[config.mk]
export PLATFORM = sky130hd
export DESIGN_NAME = atax_csr_ctrl_flat
export DESIGN_NICKNAME = d
export VERILOG_FILES = /design/src/rtl/atax_csr_pkg.sv /design/src/rtl/atax_csr_if.sv /design/src/rtl/atax_run_counter.sv /design/src/rtl/atax_csr_ctrl.sv /design/src/flat_wrapper.sv
export SDC_FILE = /design/constraint.sdc
export NUM_CORES = 1
export LEC_CHECK = 0
export ABC_AREA = 1
export CORE_UTILIZATION = 50
export CTS_CLUSTER_DIAMETER = 150
export DETAILED_ROUTE_END_ITERATION = 8
export PLACE_DENSITY = 0.7
export REMOVE_ABC_BUFFERS = 1
export SLEW_MARGIN = 20
export SYNTH_ARGS = -nofsm -noshare
export SYNTH_HDL_FRONTEND = slang
export SYNTH_SLANG_ARGS = --single-unit
export TNS_END_PERCENT = 5
[constraint.sdc]
create_clock -name clk -period 8 [get_ports clk]
set_clock_uncertainty 0.05 [all_clocks]
set_input_delay 1.6 -clock clk [delete_from_list [all_inputs] [get_ports clk]]
set_output_delay 1.6 -clock clk [all_outputs]
set_load 0.05 [all_outputs]
[src/rtl/atax_csr_pkg.sv]
// Shared definitions for the ATAX CSR control block: CSR word offsets,
// CTRL/STATUS bit positions and the run FSM state encoding.
package atax_csr_pkg;

  localparam logic [1:0] ADDR_CTRL    = 2'd0;
  localparam logic [1:0] ADDR_STATUS  = 2'd1;
  localparam logic [1:0] ADDR_CYCLES  = 2'd2;
  localparam logic [1:0] ADDR_TIMEOUT = 2'd3;

  localparam int CTRL_START  = 0;
  localparam int CTRL_IRQ_EN = 1;
  localparam int CTRL_ABORT  = 2;

  localparam int ST_BUSY    = 0;
  localparam int ST_DONE    = 1;
  localparam int ST_TMO     = 2;
  localparam int ST_ABORTED = 3;

  typedef enum logic [1:0] {
    S_IDLE = 2'd0,
    S_RUN  = 2'd1,
    S_KRST = 2'd2
  } state_t;

endpackage

[src/rtl/atax_csr_if.sv]
// Avalon-MM CSR slave bus (no waitrequest, fixed read latency 1).
//   avs_csr_address   : word address (CTRL, STATUS, CYCLES, TIMEOUT)
//   avs_csr_read      : read strobe
//   avs_csr_write     : write strobe
//   avs_csr_writedata : write data
//   avs_csr_readdata  : read data, valid the cycle after avs_csr_read
interface atax_csr_if #(parameter int DATA_W = 32);
  logic [1:0]        avs_csr_address;
  logic              avs_csr_read;
  logic              avs_csr_write;
  logic [DATA_W-1:0] avs_csr_writedata;
  logic [DATA_W-1:0] avs_csr_readdata;

  modport master (
    output avs_csr_address, avs_csr_read, avs_csr_write, avs_csr_writedata,
    input  avs_csr_readdata
  );

  modport slave (
    input  avs_csr_address, avs_csr_read, avs_csr_write, avs_csr_writedata,
    output avs_csr_readdata
  );
endinterface

[src/rtl/atax_run_counter.sv]
// Saturating run-cycle counter with timeout compare.
//   clk, reset : clock, async active-high reset
//   load       : load the count with 1 (first run cycle)
//   en         : increment by one, sticking at all-ones
//   limit      : timeout value; 0 disables the compare
//   count      : current count (holds whenever en and load are low)
//   hit        : count equals a non-zero limit
module atax_run_counter #(
  parameter int W = 32
) (
  input  logic         clk,
  input  logic         reset,
  input  logic         load,
  input  logic         en,
  input  logic [W-1:0] limit,
  output logic [W-1:0] count,
  output logic         hit
);

  always_ff @(posedge clk or posedge reset) begin
    if (reset) begin
      count <= '0;
    end else if (load) begin
      count <= W'(1);
    end else if (en && (count != '1)) begin
      count <= count + W'(1);
    end
  end

  assign hit = (limit != '0) && (count == limit);

endmodule

[src/rtl/atax_csr_ctrl.sv]
// Control/status block in front of the ATAX accelerator. The host launches a
// run through CTRL, the block pulses start, counts cycles until finish, and
// latches DONE / TMO / ABORTED with an optional level IRQ. A timeout or abort
// drives a fixed-length kernel reset before returning to idle.
//   clk, reset        : clock, async active-high reset
//   csr               : Avalon-MM CSR slave
//   ins_irq_irq       : level interrupt, IRQ_EN & any sticky flag (registered)
//   coe_start_export  : one-cycle start pulse, first RUN cycle
//   coe_finish_export : finish pulse from the accelerator
//   coe_kreset_export : kernel reset, high for KRESET_CYCLES cycles
//
// state  | meaning
// IDLE   | waiting for START
// RUN    | accelerator running, cycle counter advancing
// KRST   | kernel reset after timeout or abort
module atax_csr_ctrl
  import atax_csr_pkg::*;
#(
  parameter int DATA_W        = 32,
  parameter int KRESET_CYCLES = 4
) (
  input  logic        clk,
  input  logic        reset,
  atax_csr_if.slave   csr,
  output logic        ins_irq_irq,
  output logic        coe_start_export,
  input  logic        coe_finish_export,
  output logic        coe_kreset_export
);

  localparam int KW = $clog2(KRESET_CYCLES + 1);

  state_t            state, state_nx;
  logic [KW-1:0]     kcnt;
  logic              irq_en, done, tmo, aborted;
  logic [DATA_W-1:0] timeout, cycles, rd_mux;
  logic              hit, launch, fin_evt, tmo_evt, abt_evt, cnt_en;
  logic              ctrl_wr, status_wr, timeout_wr;

  assign ctrl_wr    = csr.avs_csr_write && (csr.avs_csr_address == ADDR_CTRL);
  assign status_wr  = csr.avs_csr_write && (csr.avs_csr_address == ADDR_STATUS);
  assign timeout_wr = csr.avs_csr_write && (csr.avs_csr_address == ADDR_TIMEOUT);

  atax_run_counter #(.W(DATA_W)) u_cnt (
    .clk   (clk),
    .reset (reset),
    .load  (launch),
    .en    (cnt_en),
    .limit (timeout),
    .count (cycles),
    .hit   (hit)
  );

  // Finish has priority over timeout and abort; the counter only advances on
  // cycles where the run continues, so it freezes at the terminating value.
  always_comb begin
    state_nx = state;
    launch   = 1'b0;
    fin_evt  = 1'b0;
    tmo_evt  = 1'b0;
    abt_evt  = 1'b0;
    cnt_en   = 1'b0;
    case (state)
      S_IDLE: begin
        if (ctrl_wr && csr.avs_csr_writedata[CTRL_START]) begin
          state_nx = S_RUN;
          launch   = 1'b1;
        end
      end
      S_RUN: begin
        if (coe_finish_export) begin
          state_nx = S_IDLE;
          fin_evt  = 1'b1;
        end else begin
          tmo_evt = hit;
          abt_evt = ctrl_wr && csr.avs_csr_writedata[CTRL_ABORT];
          if (tmo_evt || abt_evt) state_nx = S_KRST;
          else                    cnt_en   = 1'b1;
        end
      end
      S_KRST: begin
        if (kcnt == '0) state_nx = S_IDLE;
      end
      default: state_nx = S_IDLE;
    endcase
  end

  always_ff @(posedge clk or posedge reset) begin
    if (reset) begin
      state <= S_IDLE;
      kcnt  <= '0;
    end else begin
      state <= state_nx;
      if (state != S_KRST && state_nx == S_KRST) kcnt <= KW'(KRESET_CYCLES - 1);
      else if (state == S_KRST && kcnt != '0)    kcnt <= kcnt - KW'(1);
    end
  end

  always_comb begin
    rd_mux = '0;
    case (csr.avs_csr_address)
      ADDR_CTRL:   rd_mux[CTRL_IRQ_EN] = irq_en;
      ADDR_STATUS: begin
        rd_mux[ST_BUSY]    = (state != S_IDLE);
        rd_mux[ST_DONE]    = done;
        rd_mux[ST_TMO]     = tmo;
        rd_mux[ST_ABORTED] = aborted;
      end
      ADDR_CYCLES: rd_mux = cycles;
      default:     rd_mux = timeout;
    endcase
  end

  // Sticky flags: a set in the same cycle as its W1C clear wins.
  always_ff @(posedge clk or posedge reset) begin
    if (reset) begin
      irq_en               <= 1'b0;
      timeout              <= '0;
      done                 <= 1'b0;
      tmo                  <= 1'b0;
      aborted              <= 1'b0;
      ins_irq_irq          <= 1'b0;
      coe_start_export     <= 1'b0;
      csr.avs_csr_readdata <= '0;
    end else begin
      if (ctrl_wr)    irq_en  <= csr.avs_csr_writedata[CTRL_IRQ_EN];
      if (timeout_wr) timeout <= csr.avs_csr_writedata;
      done    <= fin_evt | (done    & ~(status_wr & csr.avs_csr_writedata[ST_DONE]));
      tmo     <= tmo_evt | (tmo     & ~(status_wr & csr.avs_csr_writedata[ST_TMO]));
      aborted <= abt_evt | (aborted & ~(status_wr & csr.avs_csr_writedata[ST_ABORTED]));
      ins_irq_irq      <= irq_en & (done | tmo | aborted);
      coe_start_export <= launch;
      if (csr.avs_csr_read) csr.avs_csr_readdata <= rd_mux;
    end
  end

  assign coe_kreset_export = (state == S_KRST);

endmodule

[src/flat_wrapper.sv]
// flat-port wrapper written by rule: the top's interface ports become plain ports
module atax_csr_ctrl_flat import atax_csr_pkg::*;
#(
  parameter int DATA_W        = 32,
  parameter int KRESET_CYCLES = 4
)
  (clk, reset, ins_irq_irq, coe_start_export, coe_finish_export, coe_kreset_export, csr_avs_csr_address, csr_avs_csr_read, csr_avs_csr_write, csr_avs_csr_writedata, csr_avs_csr_readdata);
  atax_csr_if #(.DATA_W(DATA_W)) csr_i ();
  input  logic clk;
  input  logic reset;
  output logic ins_irq_irq;
  output logic coe_start_export;
  input  logic coe_finish_export;
  output logic coe_kreset_export;
  input wire logic [$bits(csr_i.avs_csr_address)-1:0] csr_avs_csr_address;
  input wire logic [$bits(csr_i.avs_csr_read)-1:0] csr_avs_csr_read;
  input wire logic [$bits(csr_i.avs_csr_write)-1:0] csr_avs_csr_write;
  input wire logic [$bits(csr_i.avs_csr_writedata)-1:0] csr_avs_csr_writedata;
  output wire logic [$bits(csr_i.avs_csr_readdata)-1:0] csr_avs_csr_readdata;
  assign csr_i.avs_csr_address = csr_avs_csr_address;
  assign csr_i.avs_csr_read = csr_avs_csr_read;
  assign csr_i.avs_csr_write = csr_avs_csr_write;
  assign csr_i.avs_csr_writedata = csr_avs_csr_writedata;
  assign csr_avs_csr_readdata = csr_i.avs_csr_readdata;
  atax_csr_ctrl #(.DATA_W(DATA_W), .KRESET_CYCLES(KRESET_CYCLES)) u_core (.clk(clk), .reset(reset), .csr(csr_i), .ins_irq_irq(ins_irq_irq), .coe_start_export(coe_start_export), .coe_finish_export(coe_finish_export), .coe_kreset_export(coe_kreset_export));
endmodule
Word-level counts from Yosys, hierarchy flattened
Index checks and enable logic that the tools add are counted.
{"block": "classes", "n_addsub": 2, "n_eq_ne": 9, "muxes": 24, "n_bitwise": 15, "reduce_logical": 19}
{"op": "$mux 32", "n": 2}
{"op": "$pmux 28 s2", "n": 1}
{"op": "$add 32x1->32 const B", "n": 1}
{"op": "$eq 32x32->1", "n": 1}
{"op": "$ne 32x32->1 const B", "n": 1}
{"op": "$reduce_bool 32->1", "n": 1}
{"op": "$pmux 2 s3", "n": 2}
{"op": "$mux 1", "n": 11}
{"op": "$logic_and 1x1->1", "n": 9}
{"op": "$eq 2x2->1 const B", "n": 4}
{"op": "$mux 2", "n": 4}
{"op": "$and 1x1->1", "n": 7}
{"op": "$mux 3", "n": 2}
{"op": "$pmux 1 s3", "n": 2}
{"op": "$reduce_bool 2->1", "n": 3}
{"op": "$or 1x1->1", "n": 5}
{"op": "$eq 2x1->1 const B", "n": 2}
{"op": "$logic_not 2->1", "n": 2}
{"op": "$logic_not 3->1", "n": 1}
{"op": "$not 1->1", "n": 3}
{"op": "$reduce_bool 3->1", "n": 1}
{"op": "$sub 3x1->3 const B", "n": 1}
{"op": "$ne 2x2->1 const B", "n": 1}
{"op": "$reduce_or 2->1", "n": 1}
{"op": "$logic_or 1x1->1", "n": 1}
{"block": "word_totals", "reg_bits": 107, "input_bits": 39}

Logic depth before layout (Yosys ltp)
Gate-level depths: netlist of the first run.
{"block": "logic_depth", "ltp_word": 10, "mapped_depth": 15, "mapped_depth_nobuf": 13}

By module
From an unflattened synthesis of the first run, not the netlist that was laid out.
{"block": "hier_totals", "hier_cells": 840, "hier_area_um2": 6113.4}
{"mod": "atax_csr_ctrl", "n_inst": 1, "cells_per_inst": 397, "area_each_um2": 3370.7}
{"mod": "atax_run_counter", "n_inst": 1, "cells_per_inst": 443, "area_each_um2": 2742.6}

Worst setup path after synthesis of the first run
Ideal clock, no wire load.
{"block": "synth_timing", "kind": "in2reg", "start": "input port csr_avs_csr_address[0]", "end": "register u_core.u_cnt.count[23]", "setup_time_ns": 0.117, "arrival_ns": 2.648, "path_slack_ns": 5.185, "stages": 8, "path_cell_list": "nor2_1 -> nand2_1 -> nor4_2 -> buf_2 -> buf_2 -> nor2_1 -> nand2_2 -> nand2_1"}
{"block": "synth_between", "elab_chain_len": 9, "elab_cells_between_ends": 13}
{"item": "start: declaration", "line_no": "flat_wrapper.sv:15", "source": "input wire logic [$bits(csr_i.avs_csr_address)-1:0] csr_avs_csr_address;"}
{"item": "$logic_not 2->1 *", "line_no": "atax_csr_ctrl.sv:40", "source": "assign ctrl_wr = csr.avs_csr_write && (csr.avs_csr_address == ADDR_CTRL);"}
{"item": "$logic_and 1x1->1 *", "line_no": "atax_csr_ctrl.sv:40"}
{"item": "$logic_and 1x1->1", "line_no": "atax_csr_ctrl.sv:76", "source": "abt_evt = ctrl_wr && csr.avs_csr_writedata[CTRL_ABORT];"}
{"item": "$logic_or 1x1->1", "line_no": "atax_csr_ctrl.sv:77", "source": "if (tmo_evt || abt_evt) state_nx = S_KRST;"}
{"item": "$mux 1", "line_no": "atax_csr_ctrl.sv:77"}
{"item": "$mux 1", "line_no": "atax_csr_ctrl.sv:71", "source": "if (coe_finish_export) begin"}
{"item": "$mux 1", "line_no": "atax_csr_ctrl.sv:63", "source": "case (state)"}
{"item": "$logic_and 1x1->1", "line_no": "atax_run_counter.sv:25", "source": "end else if (en && (count != '1)) begin"}
{"item": "$reduce_bool 2->1 (no source line)"}
{"item": "end signal: assignment", "line_no": "atax_run_counter.sv:26", "source": "count <= count + W'(1);"}
{"item": "end: declaration", "line_no": "atax_run_counter.sv:16", "source": "output logic [W-1:0] count,"}
Every way passes the cells marked *; elsewhere a longest branch is shown, timed or not.
A chain may end at the register's enable or synchronous reset.

Worst setup path after layout of the first run
{"block": "layout_timing", "start": "input port csr_avs_csr_address[1]", "end": "register u_core.u_cnt.count[9]"}
Same word-level chain as after synthesis.

==> results of run 1 <==
-- flip-flops by register name, indices dropped and copies added (netlist names) --
register,flops
u_core.irq_en,1
u_core.coe_start_export,1
u_core.state,2
u_core.timeout,32
u_core.csr.avs_csr_readdata,32
u_core.done,1
u_core.u_cnt.count,32
u_core.kcnt,3
u_core.aborted,1
u_core.ins_irq_irq,1
u_core.tmo,1
-- worst max-delay path, delay by kind of cell --
| family | cells | cell delay (ps) |
|---|---|---|
| buf+inv | 3 | 1280 |
| simple gates | 6 | 1260 |
-- final cells by class --
class                   instances  area [um^2]
fillers                      1134         4820
flip-flops and latches        107         2680
clock inverters                 5         30.0
clock buffers                  10          239
repair buffers                 77          761
inverters                      96          363
multi-input cells             615         2940
well taps                     147          184
-- cell usage after synthesis --
cell,number,area (um^2)
sky130_fd_sc_hd__nor3_2,1,10.0
sky130_fd_sc_hd__nand2_1,284,1070
sky130_fd_sc_hd__nor2_2,4,25.0
sky130_fd_sc_hd__nor3_1,23,115
sky130_fd_sc_hd__o22ai_1,29,181
sky130_fd_sc_hd__ha_1,3,37.5
sky130_fd_sc_hd__nand3_2,2,20.0
sky130_fd_sc_hd__buf_4,2,15.0
sky130_fd_sc_hd__nand3_1,44,220
sky130_fd_sc_hd__buf_2,3,15.0
sky130_fd_sc_hd__nand2_4,1,11.3
sky130_fd_sc_hd__nor4_1,1,6.26
sky130_fd_sc_hd__nor2_1,96,360
sky130_fd_sc_hd__nor3b_1,2,15.0
sky130_fd_sc_hd__buf_1,3,11.3
sky130_fd_sc_hd__inv_2,4,15.0
sky130_fd_sc_hd__dfrtp_1,107,2680
sky130_fd_sc_hd__a31oi_1,3,18.8
sky130_fd_sc_hd__nor4_2,1,12.5
sky130_fd_sc_hd__nand2_2,11,68.8
sky130_fd_sc_hd__nand4_1,9,56.3
sky130_fd_sc_hd__clkinv_1,1,3.75
sky130_fd_sc_hd__xnor2_1,18,158
sky130_fd_sc_hd__clkbuf_2,2,10.0
sky130_fd_sc_hd__o21ai_0,17,85.1
sky130_fd_sc_hd__inv_1,91,342
sky130_fd_sc_hd__a221oi_1,1,8.76
sky130_fd_sc_hd__a21oi_1,36,180
sky130_fd_sc_hd__nand3b_2,1,11.3
sky130_fd_sc_hd__clkbuf_1,18,67.6
sky130_fd_sc_hd__xor2_1,26,228
sky130_fd_sc_hd__nand3_4,1,17.5
sky130_fd_sc_hd__buf_6,6,67.6
sky130_fd_sc_hd__mux2_2,1,11.3
-- logic make-up after synthesis --
family,synth area share
AO/OA/AOI/OAI,0.0771
buffers and inverters,0.0889
AND/OR/NAND/NOR,0.328
multiplexers,0.00183
XOR/XNOR,0.0627
adder cells (fa/ha/maj),0.00611
flip-flops,0.435
-- worst max-delay path by stage --
stage                            from                      to  slack (ps)
6_report       csr_avs_csr_address[1]   u_core.u_cnt.count[9]        4080
3_5_place_dp   csr_avs_csr_address[1]      u_core.timeout[29]        3460
2_1_floorplan                   reset          u_core.aborted        3530
4_1_cts        csr_avs_csr_address[1]      u_core.timeout[29]        3850
5_1_grt        csr_avs_csr_address[1]  u_core.u_cnt.count[21]        3910
3_3_place_gp   csr_avs_csr_address[1]      u_core.timeout[29]        3570
-- through the flow --
step	power, mW	cell area [um^2]	setup WS [ps]	hold slack [ps]
floorplan	1.03	5960	3530	413
global placement	1.18	6920	3570	411
detailed placement	1.19	6920	3460	415
CTS	1.61	7190	3850	433
global route	1.70	7190	3910	457
finish	1.61	7190	4080	428
-- layer usage --
layer	vias up	global-route usage
li1	2776	-
met1	2693	0.380
met2	179	0.479
met3	27	0.0637
met4	0	0.0789
met5	-	0
-- report_power, final --
group / switching, mW / internal (mW) / total, mW
registers: 0.105 / 0.629 / 0.734
logic: 0.280 / 0.168 / 0.448
clock network: 0.208 / 0.217 / 0.424
total: 0.593 / 1.01 / 1.61
==> run_results.csv, run 1 <==
group,metric,value,unit
timing,final.min_clock_period,3920,ps
floorplan,row_count,40,
clock_tree,post_cts.repair.setup_buffers,0,
placed_design,numPlacedInstances,1042,
worst_hold_path,hold_path_end,"u_core.csr.avs_csr_readdata[27]",
global_route,grt_overflow,0,
cells_and_area,final_cell_mix,"sky130_fd_sc_hd__nand2_1, sky130_fd_sc_hd__dfrtp_1, sky130_fd_sc_hd__nor2_1, sky130_fd_sc_hd__inv_1, sky130_fd_sc_hd__clkdlybuf4s50_1",
detailed_routing,detail_route.iter0.violations,388,
detailed_routing,drc,0,
power_and_ir_drop,total_leakage_power,3.40,nW
worst_setup_path,crit_fanout,36,
global_route,largest_net_degree_at_the_start_of_global_routing,64,
detailed_routing,drt-met1-wl,7.89,mm
placed_design,io_buffers,73,
timing,totalNegativeSetupSlack,0,ps
worst_setup_path,cp-end-kind,"flop",
synthesis,netlist_area,6150,um^2
worst_setup_path,critPathArrivalTime,4160,ps
timing,setup_repair_after_global_routing_missed_its_margin,"false",
synthesis,post_synth_inst_count,852,
clock_tree,clk_pin_slew,70,ps
global_route,first_global_vias,5452,
power_and_ir_drop,power.ir.vdd_worst,140,uV
worst_setup_path,critical_path_required,8250,ps
cells_and_area,most_common_cell_after_layout_fill_and_taps_aside,"sky130_fd_sc_hd__nand2_1",
clock_tree,clock_latency_on_the_worst_skew_pair,360,ps
timing,slew-limit-headroom,0.471,
worst_setup_path,rr_startpoint,"u_core.timeout[16]",
global_route,grt_pass1_wl,28.1,mm
worst_setup_path,setup.reg_to_reg.worst_slack,5330,ps
synthesis,synth.avg_cell_area,7.22,um^2
synthesis,synth.distinct_cells,34,
clock_tree,clock_path_buffers,2,
worst_setup_path,timing.critical_path.cells,"clkdlybuf4s50_1 -> nor2_1 -> nand2_1 -> nor4_4 -> buf_4 -> inv_2 -> nand2_4 -> nand2_1 -> nand2_1",
synthesis,yosys_warnings,0,
global_route,antenna_violations_before_repair,0,
clock_tree,postCtsResizedCells,0,
floorplan,design.core.area,12000,um^2
floorplan,die_x,113,um
clock_tree,ctsHoldBuffers,0,
detailed_routing,finalWirelength,17.3,mm
detailed_routing,drt_pre_antenna_iters,6,
floorplan,initial_core_util,0.512,
detailed_routing,wl_met3,967,um
floorplan,die_h,113,um
synthesis,ys_ff_latch,107,
clock_tree,cts_tree,"done",
timing,slew_viol_final,0,
run,cap_viol_max_count,0,
worst_setup_path,reg2regPathDepth,11,
worst_hold_path,classification_of_the_worst_slack_hold_path,"reg2reg",
worst_setup_path,critPathLaunchType,"input pin",
worst_setup_path,critPathMostFrequentCell,"sky130_fd_sc_hd__nand2_1",
cells_and_area,final_cell_utilization_of_the_core,0.599,
timing,achievable-frequency,255,MHz
power_and_ir_drop,power.density_cell_area,223,nW/um^2
cells_and_area,layout-drive-gt1-share,0.0560,
detailed_routing,via_count,5675,
detailed_routing,met2WireLength,8.13,mm
clock_tree,clock_tree.htree_level_count,3,
timing,worst_pin_slew,794,ps
clock_tree,cts.sinks,107,
clock_tree,clk_root_buffer_cell,"sky130_fd_sc_hd__clkbuf_16",
global_route,grt_usage,0.287,
cells_and_area,antennaDiodeCount,0,
placed_design,detailed_place_hpwl,12.2,mm
cells_and_area,num-nets-final,948,
placed_design,globalplace.congestion,0.922,
cells_and_area,stdcell_count,1057,
outcome,outcome,"completed",
worst_setup_path,max_stage_delay,520,ps
worst_setup_path,reg2reg_end,"u_core.u_cnt.count[9]",
synthesis,post_synthesis_sequential_area_ratio,0.435,
worst_setup_path,slowest_stage,"sky130_fd_sc_hd__clkdlybuf4s50_1",
detailed_routing,detail_route.vias_per_cell,5.37,
worst_hold_path,worstHoldStart,"u_core.csr.avs_csr_readdata[27]",
timing,min_period_over_period,0.490,
worst_hold_path,min_delay_path_depth,2,
floorplan,num_io_pins,74,
detailed_routing,route.top_layer_used,"met4",
timing,timing_hold_violations_final,0,
detailed_routing,postRouteAntennaNets,0,
timing,setup_viol,0,
clock_tree,tritoncts.num_buffers,9,
worst_setup_path,type_of_the_setup_path_with_the_least_slack,"in2reg",
cells_and_area,syn2layout_area_growth,17.0,%
detailed_routing,wirelength_per_cell,16.4,um
floorplan,die_area,12700,um^2
No activity file was read; power rests on OpenSTA's default activity.
==> inputs of run 2 (changes only) <==
Settings changed: PLACE_DENSITY 0.7 to 0.73.
Clock period 8 ns to 3.2 ns, I/O delays scaled along.
==> run_results.csv, run 2 (synthesized netlist as in run 1, its figures left out) <==
group,metric,value,unit
clock_tree,cts.sinks,107,
cells_and_area,most_common_cell_after_layout_fill_and_taps_aside,"sky130_fd_sc_hd__nand2_1",
timing,setup_repair_after_global_routing_missed_its_margin,"false",
worst_setup_path,reg2regPathDepth,10,
detailed_routing,wirelength_per_cell,15.1,um
worst_setup_path,crit_fanout,4,
timing,achievable-frequency,386,MHz
worst_setup_path,reg2reg_end,"u_core.u_cnt.count[17]",
placed_design,globalplace.congestion,0.911,
worst_setup_path,critPathLaunchType,"flop",
detailed_routing,drt_pre_antenna_iters,7,
clock_tree,clock_path_buffers,2,
floorplan,row_count,40,
timing,worst_pin_slew,608,ps
worst_setup_path,max_stage_delay,830,ps
clock_tree,cts_tree,"done",
clock_tree,clock_tree.htree_level_count,3,
clock_tree,post_cts.repair.setup_buffers,0,
clock_tree,ctsHoldBuffers,0,
worst_setup_path,rr_startpoint,"u_core.u_cnt.count[1]",
global_route,grt_pass1_wl,26.7,mm
worst_setup_path,critPathArrivalTime,1900,ps
timing,hold_slack,426,ps
detailed_routing,finalWirelength,16.1,mm
global_route,largest_net_degree_at_the_start_of_global_routing,52,
outcome,outcome,"completed",
worst_setup_path,critical_path_required,2510,ps
power_and_ir_drop,power.density_cell_area,557,nW/um^2
detailed_routing,drc,0,
power_and_ir_drop,design_power_total,4.04,mW
cells_and_area,antennaDiodeCount,0,
detailed_routing,postRouteAntennaNets,0,
global_route,grt_overflow,0,
floorplan,design.core.area,12000,um^2
worst_setup_path,cp-end-kind,"primary output",
worst_hold_path,worstHoldStart,"u_core.csr.avs_csr_readdata[21]",
clock_tree,clock_latency_on_the_worst_skew_pair,360,ps
global_route,antenna_violations_before_repair,0,
timing,min_period_over_period,0.809,
worst_hold_path,classification_of_the_worst_slack_hold_path,"reg2reg",
floorplan,die_h,113,um
worst_setup_path,setup.reg_to_reg.worst_slack,930,ps
power_and_ir_drop,total_leakage_power,3.43,nW
cells_and_area,syn2layout_area_growth,18.1,%
clock_tree,tritoncts.num_buffers,9,
timing,timing_hold_violations_final,0,
detailed_routing,via_count,5614,
detailed_routing,detail_route.iter0.violations,310,
timing,slew-limit-headroom,0.594,
cells_and_area,final_cell_mix,"sky130_fd_sc_hd__nand2_1, sky130_fd_sc_hd__dfrtp_1, sky130_fd_sc_hd__nor2_1, sky130_fd_sc_hd__inv_1, sky130_fd_sc_hd__clkdlybuf4s50_1",
cells_and_area,final.fill_count,1162,
timing,slew_viol_final,0,
clock_tree,postCtsResizedCells,0,
power_and_ir_drop,power.ir.vdd_worst,447,uV
worst_hold_path,min_delay_path_depth,2,
detailed_routing,detail_route.vias_per_cell,5.29,
floorplan,die_area,12700,um^2
timing,setup_viol,0,
placed_design,io_buffers,73,
cells_and_area,multi_input_area,2940,um^2
cells_and_area,layout-drive-gt1-share,0.0568,
global_route,grt_usage,0.271,
run,cap_viol_max_count,0,
worst_setup_path,type_of_the_setup_path_with_the_least_slack,"reg2out",
cells_and_area,final_cell_utilization_of_the_core,0.605,
global_route,first_global_vias,5367,
worst_hold_path,hold_path_end,"u_core.csr.avs_csr_readdata[21]",
placed_design,detailed_place_hpwl,11.8,mm
worst_setup_path,slowest_stage,"sky130_fd_sc_hd__clkdlybuf4s50_1",
clock_tree,clk_root_buffer_cell,"sky130_fd_sc_hd__clkbuf_16",
floorplan,die_x,113,um
timing,final.min_clock_period,2590,ps
clock_tree,clk_pin_slew,60,ps
cells_and_area,largestRegisters,"u_core.csr.avs_csr_readdata: 32 flops, u_core.timeout: 32 flops, u_core.u_cnt.count: 32 flops",
worst_setup_path,timing.critical_path.cells,"inv_1 -> nor2_1 -> clkdlybuf4s50_1",
cells_and_area,num-nets-final,954,
floorplan,initial_core_util,0.512,
cells_and_area,ff_latch_area,2680,um^2
floorplan,num_io_pins,74,
timing,totalNegativeSetupSlack,0,ps
-- run 2: cell count changes in the layout (fill, tap and decap cells not counted), sizes merged --
cell / change
buf: +6
clkbuf: +2
clkinvlp: -1
clkinv: -3
bufinv: +1
-- run 2: how the worst max path moves through the flow --
stage	startpoint	end	slack, ps	cells after the start
global placement	csr_avs_csr_address[1]	u_core.u_cnt.count[21]	520	9
CTS	u_core.state[1]	coe_kreset_export	600	3
finish	u_core.state[1]	coe_kreset_export	610	3
global route	u_core.state[1]	coe_kreset_export	540	3
detailed placement	csr_avs_csr_address[1]	u_core.u_cnt.count[3]	480	9
floorplan	reset	u_core.aborted	-310	1
-- run 2: cell type report --
class	instances	share of cell area
Multi-Input combinational cell	615	0.404
Tap cell	147	0.0253
Sequential cell	107	0.369
Timing Repair Buffer	83	0.113
Clock inverter	2	0.00517
Inverter	96	0.0500
Clock buffer	12	0.0339
-- run 2: report_power, final --
| group | internal [mW] | leakage (nW) | switching [mW] |
|---|---|---|---|
| combinational | 0.425 | 1.95 | 0.682 |
| sequential | 1.57 | 1.35 | 0.261 |
| clock | 0.621 | 0.135 | 0.483 |
| total | 2.62 | 3.43 | 1.43 |
-- run 2: metal layers --
metal / GRT usage / wire length [um] / vias up
li1: - / - / 2796
met2: 0.426 / 7180 / 152
met3: 0.0589 / 859 / 33
met5: 0 / 0 / -
met1: 0.370 / 7540 / 2633
met4: 0.102 / 503 / 0
-- run 2: metrics by stage --
stage | cells | cell area [um^2] | setup WS, ps
CTS | 1062 | 7260 | 599
global placement | 1048 | 6980 | 525
floorplan | 818 | 5960 | -307
global route | 1062 | 7260 | 541
detailed placement | 1048 | 6980 | 478
finish | 1062 | 7260 | 612
-- run 2: critical path: cells and delay by family (launching register included) --
family                 cells  cell delay [ps]
buffers and inverters      2              940
and+or+nand+nor            1              160
DFF                        1              450
==> inputs of run 3 (changes only) <==
Settings changed: PLACE_DENSITY 0.73 to 0.7.
Clock period 3.2 ns to 2.65 ns, I/O delays scaled along.
==> run_results.csv, run 3 (synthesized netlist as in run 1, its figures left out) <==
group,metric,value,unit
clock_tree,ctsHoldBuffers,0,
global_route,grt_overflow,0,
clock_tree,tritoncts.num_buffers,9,
worst_hold_path,hold_path_end,"u_core.csr.avs_csr_readdata[24]",
timing,worst_pin_slew,618,ps
worst_setup_path,worstSetupPathDepth,3,
timing,min_period_over_period,0.924,
clock_tree,cts_tree,"done",
power_and_ir_drop,power.density_cell_area,664,nW/um^2
worst_setup_path,reg2reg_end,"u_core.u_cnt.count[7]",
clock_tree,clock_tree.htree_level_count,3,
global_route,grt_util_met2,0.460,
cells_and_area,largestRegisters,"u_core.csr.avs_csr_readdata: 32 flops, u_core.timeout: 32 flops, u_core.u_cnt.count: 32 flops",
timing,timing_hold_violations_final,0,
power_and_ir_drop,power.ir.vdd_worst,499,uV
global_route,grt.met1_usage,0.389,
floorplan,row_count,40,
clock_tree,clk_pin_slew,70,ps
detailed_routing,finalWirelength,17.0,mm
cells_and_area,layout-drive-gt1-share,0.0660,
worst_setup_path,setup.reg_to_reg.worst_slack,370,ps
timing,slew_viol_final,0,
global_route,largest_net_degree_at_the_start_of_global_routing,37,
placed_design,placement.cell_area,7060,um^2
outcome,outcome,"completed",
detailed_routing,drc,0,
floorplan,num_io_pins,74,
placed_design,detailed_place_hpwl,12.7,mm
timing,totalNegativeSetupSlack,0,ps
run,cap_viol_max_count,0,
detailed_routing,postRouteAntennaNets,0,
global_route,grt_usage,0.286,
floorplan,die_h,113,um
worst_setup_path,timing.critical_path.cells,"inv_1 -> nor2_1 -> clkdlybuf4s50_1",
detailed_routing,detail_route.vias_per_cell,5.30,
detailed_routing,via_count,5678,
power_and_ir_drop,design_power_total,4.86,mW
global_route,most_used_routing_layer_in_global_routing,"met2",
clock_tree,clock_path_buffers,2,
power_and_ir_drop,total_leakage_power,3.48,nW
worst_hold_path,worstHoldStart,"u_core.csr.avs_csr_readdata[24]",
detailed_routing,detail_route.iter0.violations,391,
cells_and_area,syn2layout_area_growth,19.2,%
global_route,first_global_vias,5540,
worst_setup_path,slowest_stage,"sky130_fd_sc_hd__clkdlybuf4s50_1",
cells_and_area,final_cell_mix,"sky130_fd_sc_hd__nand2_1, sky130_fd_sc_hd__dfrtp_1, sky130_fd_sc_hd__nor2_1, sky130_fd_sc_hd__inv_1, sky130_fd_sc_hd__clkdlybuf4s50_1",
cells_and_area,final_cell_area,7330,um^2
timing,worst_case_setup_margin_in_the_final_layout,202,ps
placed_design,dpl_worst_slack,153,ps
worst_setup_path,reg2regPathDepth,10,
timing,slew-limit-headroom,0.587,
clock_tree,post_cts.repair.setup_buffers,0,
worst_setup_path,critical_path.top_delay_family,"buffers and inverters",
timing,setup_viol,0,
worst_setup_path,buffers_plus_inverters_on_the_worst_setup_path,2,
placed_design,io_buffers,73,
worst_setup_path,max_stage_delay,820,ps
detailed_routing,drt_pre_antenna_iters,5,
detailed_routing,wirelength_per_cell,15.8,um
global_route,grt_pass1_wl,28.2,mm
clock_tree,clk_root_buffer_cell,"sky130_fd_sc_hd__clkbuf_16",
timing,final.min_clock_period,2450,ps
worst_setup_path,rr_startpoint,"u_core.u_cnt.count[1]",
worst_setup_path,crit_fanout,4,
clock_tree,clock_latency_on_the_worst_skew_pair,360,ps
cells_and_area,most_common_cell_after_layout_fill_and_taps_aside,"sky130_fd_sc_hd__nand2_1",
floorplan,die_area,12700,um^2
timing,achievable-frequency,409,MHz
clock_tree,postCtsResizedCells,0,
placed_design,globalplace.congestion,0.937,
timing,setup_repair_after_global_routing_missed_its_margin,"false",
cells_and_area,num-nets-final,961,
timing,hold_slack,426,ps
floorplan,initial_core_util,0.512,
clock_tree,cts.sinks,107,
cells_and_area,final.fill_count,1113,
placed_design,numPlacedInstances,1055,
floorplan,die_x,113,um
global_route,antenna_violations_before_repair,0,
worst_hold_path,classification_of_the_worst_slack_hold_path,"reg2reg",
cells_and_area,antennaDiodeCount,0,
floorplan,design.core.area,12000,um^2
cells_and_area,stdcell_count,1071,
worst_setup_path,cp-end-kind,"primary output",
worst_setup_path,critPathArrivalTime,1870,ps
worst_hold_path,min_delay_path_depth,2,
worst_setup_path,type_of_the_setup_path_with_the_least_slack,"reg2out",
global_route,use_met3,0.0611,
worst_setup_path,critical_path_required,2070,ps
worst_setup_path,critPathLaunchType,"flop",
cells_and_area,final_cell_utilization_of_the_core,0.610,
run 3: cell count changes in the layout (fill, tap and decap cells not counted):
cell / previous run / this run
sky130_fd_sc_hd__buf_12: 1 / 3
sky130_fd_sc_hd__bufinv_16: 1 / 0
sky130_fd_sc_hd__buf_4: 9 / 14
sky130_fd_sc_hd__clkinv_2: 0 / 2
sky130_fd_sc_hd__clkinv_4: 0 / 1
run 3: worst min-delay path: cells and delay by family (launching register included):
kind | cells | cell delay, ps
DFF | 1 | 340
and+or+nand+nor | 2 | 100
run 3: power by group:
group / internal, mW / switching [mW] / total, mW
clock: 0.663 / 0.611 / 1.27
sequential: 1.90 / 0.318 / 2.22
combinational: 0.524 / 0.849 / 1.37
run 3: worst max-delay path by stage:
stage	startpoint	slack (ps)	to
final	u_core.state[1]	200	coe_kreset_export
after global routing	u_core.state[1]	110	coe_kreset_export
after CTS	u_core.state[1]	190	coe_kreset_export
after detailed placement	csr_avs_csr_address[0]	150	u_core.u_cnt.count[12]
after global placement	csr_avs_csr_address[0]	200	u_core.u_cnt.count[4]
after floorplan	reset	-750	u_core.aborted
run 3: layer usage:
layer / part of all wire / vias to the layer above
li1: - / 2805
met1: 0.47 / 2678
met2: 0.46 / 170
met3: 0.048 / 25
met4: 0.022 / 0
met5: 0 / -
run 3: final cells by class:
type                            count  area, um^2  area share
Multi-Input combinational cell    615        2940       0.401
Tap cell                          147         184      0.0251
Sequential cell                   107        2680       0.365
Inverter                           96         363      0.0495
Timing Repair Buffer               90         896       0.122
Clock inverter                      4        26.3     0.00359
Clock buffer                       12         246      0.0336
==> patch 1 (flow settings as in run 3) <==
`DATA_W` is set to 32 in 3 places; all go to 16.
--- a/src/rtl/atax_csr_if.sv
+++ b/src/rtl/atax_csr_if.sv
@@ -6,3 +6,3 @@
 //   avs_csr_readdata  : read data, valid the cycle after avs_csr_read
-interface atax_csr_if #(parameter int DATA_W = 32);
+interface atax_csr_if #(parameter int DATA_W = 16);
   logic [1:0]        avs_csr_address;
--- a/src/rtl/atax_csr_ctrl.sv
+++ b/src/rtl/atax_csr_ctrl.sv
@@ -18,3 +18,3 @@
 #(
-  parameter int DATA_W        = 32,
+  parameter int DATA_W        = 16,
   parameter int KRESET_CYCLES = 4
--- a/src/flat_wrapper.sv
+++ b/src/flat_wrapper.sv
@@ -3,3 +3,3 @@
 #(
-  parameter int DATA_W        = 32,
+  parameter int DATA_W        = 16,
   parameter int KRESET_CYCLES = 4
Interface: changed (resized csr_avs_csr_readdata and csr_avs_csr_writedata); port bits go from 74 to 42. No check against the original RTL was run, so the function may have changed too.
==> patch 1 against run 3 <==
The flow now finishes with violations (design-rule violations); cell area is 43% lower; sequential cell count shrank 48; area after synthesis decreased by 44%; final cell count shrank 42%; worst setup slack better by 0.14 ns; global-route usage down 3.1 points; wire length fell by 51%; power shrank 41%.
==> patch 1: results (changes against run 3) <==
worst flop-to-flop path startpoint u_core.u_cnt.count[0]; fin nets 560 (-42%); layout cells sized above 1 9.28% (+2.7 points); Hold Path Sink u_core.csr.avs_csr_readdata[3]; largest net degree at the start of global routing 60 (+62%); Worst IR Drop VDD 0.429 mV (-14%); biggest regs u_core.csr.avs_csr_readdata: 16 flops, u_core.timeout: 16 flops, u_core.u_cnt.count: 16 flops; iteration-0 DRC count of the detailed router 198 (-49%); failing checks design-rule violations; pre-CTS setup slack 0.356 ns (+0.203 ns); synthesized area per cell 7.01 um2 (-2.9%); status finished with violations; Worst Path Max Fanout 3 (-1); vias in the first global route 2981 (-46%); Synth cell types 32 (-5.9%); Final Worst Setup Slack 0.347 ns (+0.145 ns); DRC viols 7 (+7); met3 usage 5.25% (-0.85 points); Via Count 3196 (-44%); post-DP HPWL 6.12 mm (-52%); Inst Count DP 600 (-43%); M2 GR Usage 37.6% (-8.4 points); worst skew pair latency 0.34 ns (-0.02 ns); drt wl/cell 13.4 um (-15%); most frequent cells after synthesis 168 x nand2_1, 69 x nor2_1, 59 x dfrtp_1; Reg2Reg Depth 8 (-2); Worst slew margin 66.2% (+7.5 points); GP Congestion 0.879 (-6.3%); CP arrival 1.72 ns (-0.15 ns); CTS Root Buffer Type clkbuf_8; reg2reg setup slack 0.72 ns (+0.35 ns); number of iterations in the first detailed-routing pass 7 (+2); number of buffer cells added on primary ports 41 (-44%); Lkg Pwr 2.06 nW (-41%); global-route wire length before repair 14.3 mm (-49%)
## patch 1: cell count changes in the layout (fill, tap and decap cells not counted), sizes merged, moves of 14 or more
cell,delta
nand2,-126
dfrtp,-48
inv,-37
clkdlybuf4s50,-32
nor2,-31
o22ai,-26
nand3,-19
xnor2,-17
a21oi,-16
nor3,-14
xor2,-14
## patch 1: layout make-up
| class | count | area (um2) |
|---|---|---|
| Sequential cell | 59 | 1480 |
| Inverter | 60 | 225 |
| Timing Repair Buffer | 47 | 468 |
| Fill cell | 575 | 2300 |
| Clock inverter | 4 | 95.1 |
| Clock buffer | 12 | 165 |
| Multi-Input combinational cell | 357 | 1660 |
| Tap cell | 77 | 96.3 |
## patch 1: power by group
| group | switching [mW] | internal, mW |
|---|---|---|
| combinational | 0.410 | 0.244 |
| sequential | 0.131 | 1.02 |
| clock | 0.357 | 0.700 |
| total | 0.898 | 1.97 |
## patch 1: worst register-to-register path, stage by stage, from the launching register on
cell and delay (ns):
dfrtp_1 0.48, ha_1 0.24, nand2_1 0.12, nor3_4 0.23, nand4_4 0.20, nand3_4 0.25
nand2_4 0.13, nand2_1 0.09, nand2_1 0.05
## patch 1: cell families after synthesis
kind of cell	Yosys count	synth area share (%)
and+or+nand+nor	286	35.1
buffers and inverters	75	8.76
DFF	59	42.9
AOI/OAI and AO/OA	55	8.83
xor gates and xnor gates	13	3.31
adders and majority gates	3	1.09
## patch 1: through the flow
stage / hold WS (ns) / area (um2)
6_report: 0.440 / 4190
5_1_grt: 0.462 / 4190
3_5_place_dp: 0.429 / 3930
3_3_place_gp: 0.420 / 3930
2_1_floorplan: 0.424 / 3370
4_1_cts: 0.444 / 4190
==> patch 2 (config.mk and constraints of run 3) <==
Made on the original files. Make the reset (`reset`) synchronous in 3 clocked blocks. Comments in the files are not updated.
--- a/src/rtl/atax_run_counter.sv
+++ b/src/rtl/atax_run_counter.sv
@@ -19,3 +19,3 @@
 
-  always_ff @(posedge clk or posedge reset) begin
+  always_ff @(posedge clk) begin
     if (reset) begin
--- a/src/rtl/atax_csr_ctrl.sv
+++ b/src/rtl/atax_csr_ctrl.sv
@@ -87,3 +87,3 @@
 
-  always_ff @(posedge clk or posedge reset) begin
+  always_ff @(posedge clk) begin
     if (reset) begin
@@ -114,3 +114,3 @@
   // Sticky flags: a set in the same cycle as its W1C clear wins.
-  always_ff @(posedge clk or posedge reset) begin
+  always_ff @(posedge clk) begin
     if (reset) begin
Behaviour: differs if reset is asserted again (counterexample within 4 cycles, from zero or initial values and one cycle with reset high); with reset held inactive, the same outputs for 4 cycles.
==> patch 2 against run 3 <==
Wire length rose by 12%; worst setup slack improved by 0.17 ns; core utilization is 0.91 points higher; cell area fell by 3.1%; area after synthesis shrank 4.1%; via count is 9.6% higher; sequential cell count did not move; maximum frequency rose by 7.4%; highest routed layer unchanged.
Power is not compared: it rests on default switching activity, and its combinational part moved more than twofold at a synthesized area within 25%.
==> patch 2: results (changes against run 3) <==
status complete, no violations; compound-gate portion of the synthesized area 16.6% (+8.9 points); GRT Total Usage 31.1% (+2.5 points); global-route wire length before repair 30.1 mm (+6.7%); Total Wirelength 18.9 mm (+12%); routing usage on met1 42.4% (+3.5 points); RR Endpoint u_core.u_cnt.count[7]; post-CTS sizing 0 (unchanged); ANT nets after route 0 (unchanged); reg2reg setup slack 0.39 ns (+0.02 ns); fin nets 1000 (+4.1%); GP Congestion 0.954 (+1.8%); sequential-to-total area share from yosys stat 36.3% (-7.2 points); H-tree depth 3 (unchanged); Via Count 6225 (+9.6%); Post-DP Area 0.00678 mm2 (-4.0%); Worst IR Drop VDD about 0.8 mV; met3 usage 5.43% (-0.67 points); vias in the first global route 5865 (+5.9%); Least-Margin Pin Slew 0.606 ns (-0.0123 ns); Area contributors post-synth dfxtp_1 36%, nand2_1 14%, inv_1 6.9%; setup TNS 0 ns (unchanged); FFs w/ async S/R, synth 0% (-100 points); largest net degree at the start of global routing 35 (-5.4%); layout cells sized above 1 5.82% (-0.79 points); most frequent cells after synthesis 213 x nand2_1, 108 x inv_1, 107 x dfxtp_1; Max Buffers Root-to-Sink 2 (unchanged); post-DP HPWL 14.3 mm (+12%); Reg2Reg Depth 9 (-1); biggest regs u_core.csr.avs_csr_readdata: 32 flops, u_core.timeout: 32 flops, u_core.u_cnt.count: 32 flops; CP startpoint u_core.state[1]; ys flop type dfxtp_1; Num CTS Buffers 9 (unchanged); CTS Root Buffer Type clkbuf_16; M2 GR Usage 49.7% (+3.6 points); iteration-0 DRC count of the detailed router 506 (+29%); Synth cell types 35 (+2.9%); Lkg Pwr between 2 and 3 nW; CP arrival 1.70 ns (-0.17 ns); crit path capture coe_kreset_export; number of buffer cells added on primary ports 73 (unchanged); area share of fa/ha/maj cells after synthesis 0.637% (+0.026 points); proportion of synthesized area in mux cells 0% (-0.18 points); Worst Path Max Fanout 3 (-1); worst flop-to-flop path startpoint u_core.u_cnt.count[1]; post-synthesis xor/xnor area fraction 4.46% (-1.8 points); post-CTS setup buffers 0 (unchanged)
-- patch 2: cell type report --
| type | instances | area [um2] |
|---|---|---|
| fillers | 1068 | 4370 |
| repair buffers | 94 | 896 |
| flip-flops and latches | 107 | 2140 |
| clock inverters | 7 | 98.8 |
| inverters | 115 | 432 |
| well taps | 143 | 179 |
| multi-input cells | 631 | 3130 |
| clock buffers | 9 | 225 |
-- patch 2: how the worst min path moves through the flow --
stage          slack, ns                              end                       startpoint  cells past startpoint
2_1_floorplan       0.39               u_core.ins_irq_irq                    u_core.irq_en                      2
3_3_place_gp        0.42  u_core.csr.avs_csr_readdata[14]  u_core.csr.avs_csr_readdata[14]                      2
3_5_place_dp        0.43               u_core.ins_irq_irq                    u_core.irq_en                      2
4_1_cts             0.44               u_core.ins_irq_irq                    u_core.irq_en                      2
5_1_grt             0.45               u_core.ins_irq_irq                    u_core.irq_en                      2
6_report            0.44               u_core.ins_irq_irq                    u_core.irq_en                      2
-- patch 2: cells by family (layout without fill, tap and decap cells) --
family	Yosys count	after routing
simple gates	426	426
compound gates	172	172
xor+xnor	30	30
flops	107	107
fa+ha+maj	3	3
buf+inv	160	225
-- patch 2: stage by stage --
step / hold WS (ns) / worst slack [ns] / util (%) / instances / power, mW
CTS: 0.440 / 0.362 / 61.9 / 1106 / 3.74
global route: 0.455 / 0.138 / 61.9 / 1106 / 3.85
global placement: 0.419 / 0.264 / 59.1 / 1090 / 2.26
floorplan: 0.392 / 0.256 / - / 853 / 2.03
finish: 0.442 / 0.372 / 61.9 / 1106 / 3.73
detailed placement: 0.426 / 0.201 / 59.1 / 1090 / 2.27
-- patch 2: worst max-delay path, stage by stage (launching register included) --
cell	delay [ns]
dfxtp_1	0.33
inv_1	0.06
nor2_1	0.13
clkdlybuf4s50_1	0.82
-- patch 2: routing by layer --
layer	part of all wire, %	vias to the layer above	wire length (um)
met2	46	176	8680
met4	2.0	0	383
met1	46	2971	8780
met3	5.7	20	1080
met5	0	-	0
li1	-	3058	-
-- patch 2: where the power goes --
part           switching (mW)  internal, mW  leakage, nW
logic                   0.349         0.197         1.81
clock network           0.658         0.836        0.156
registers              0.0324          1.66        0.872
total                    1.04          2.69         2.84
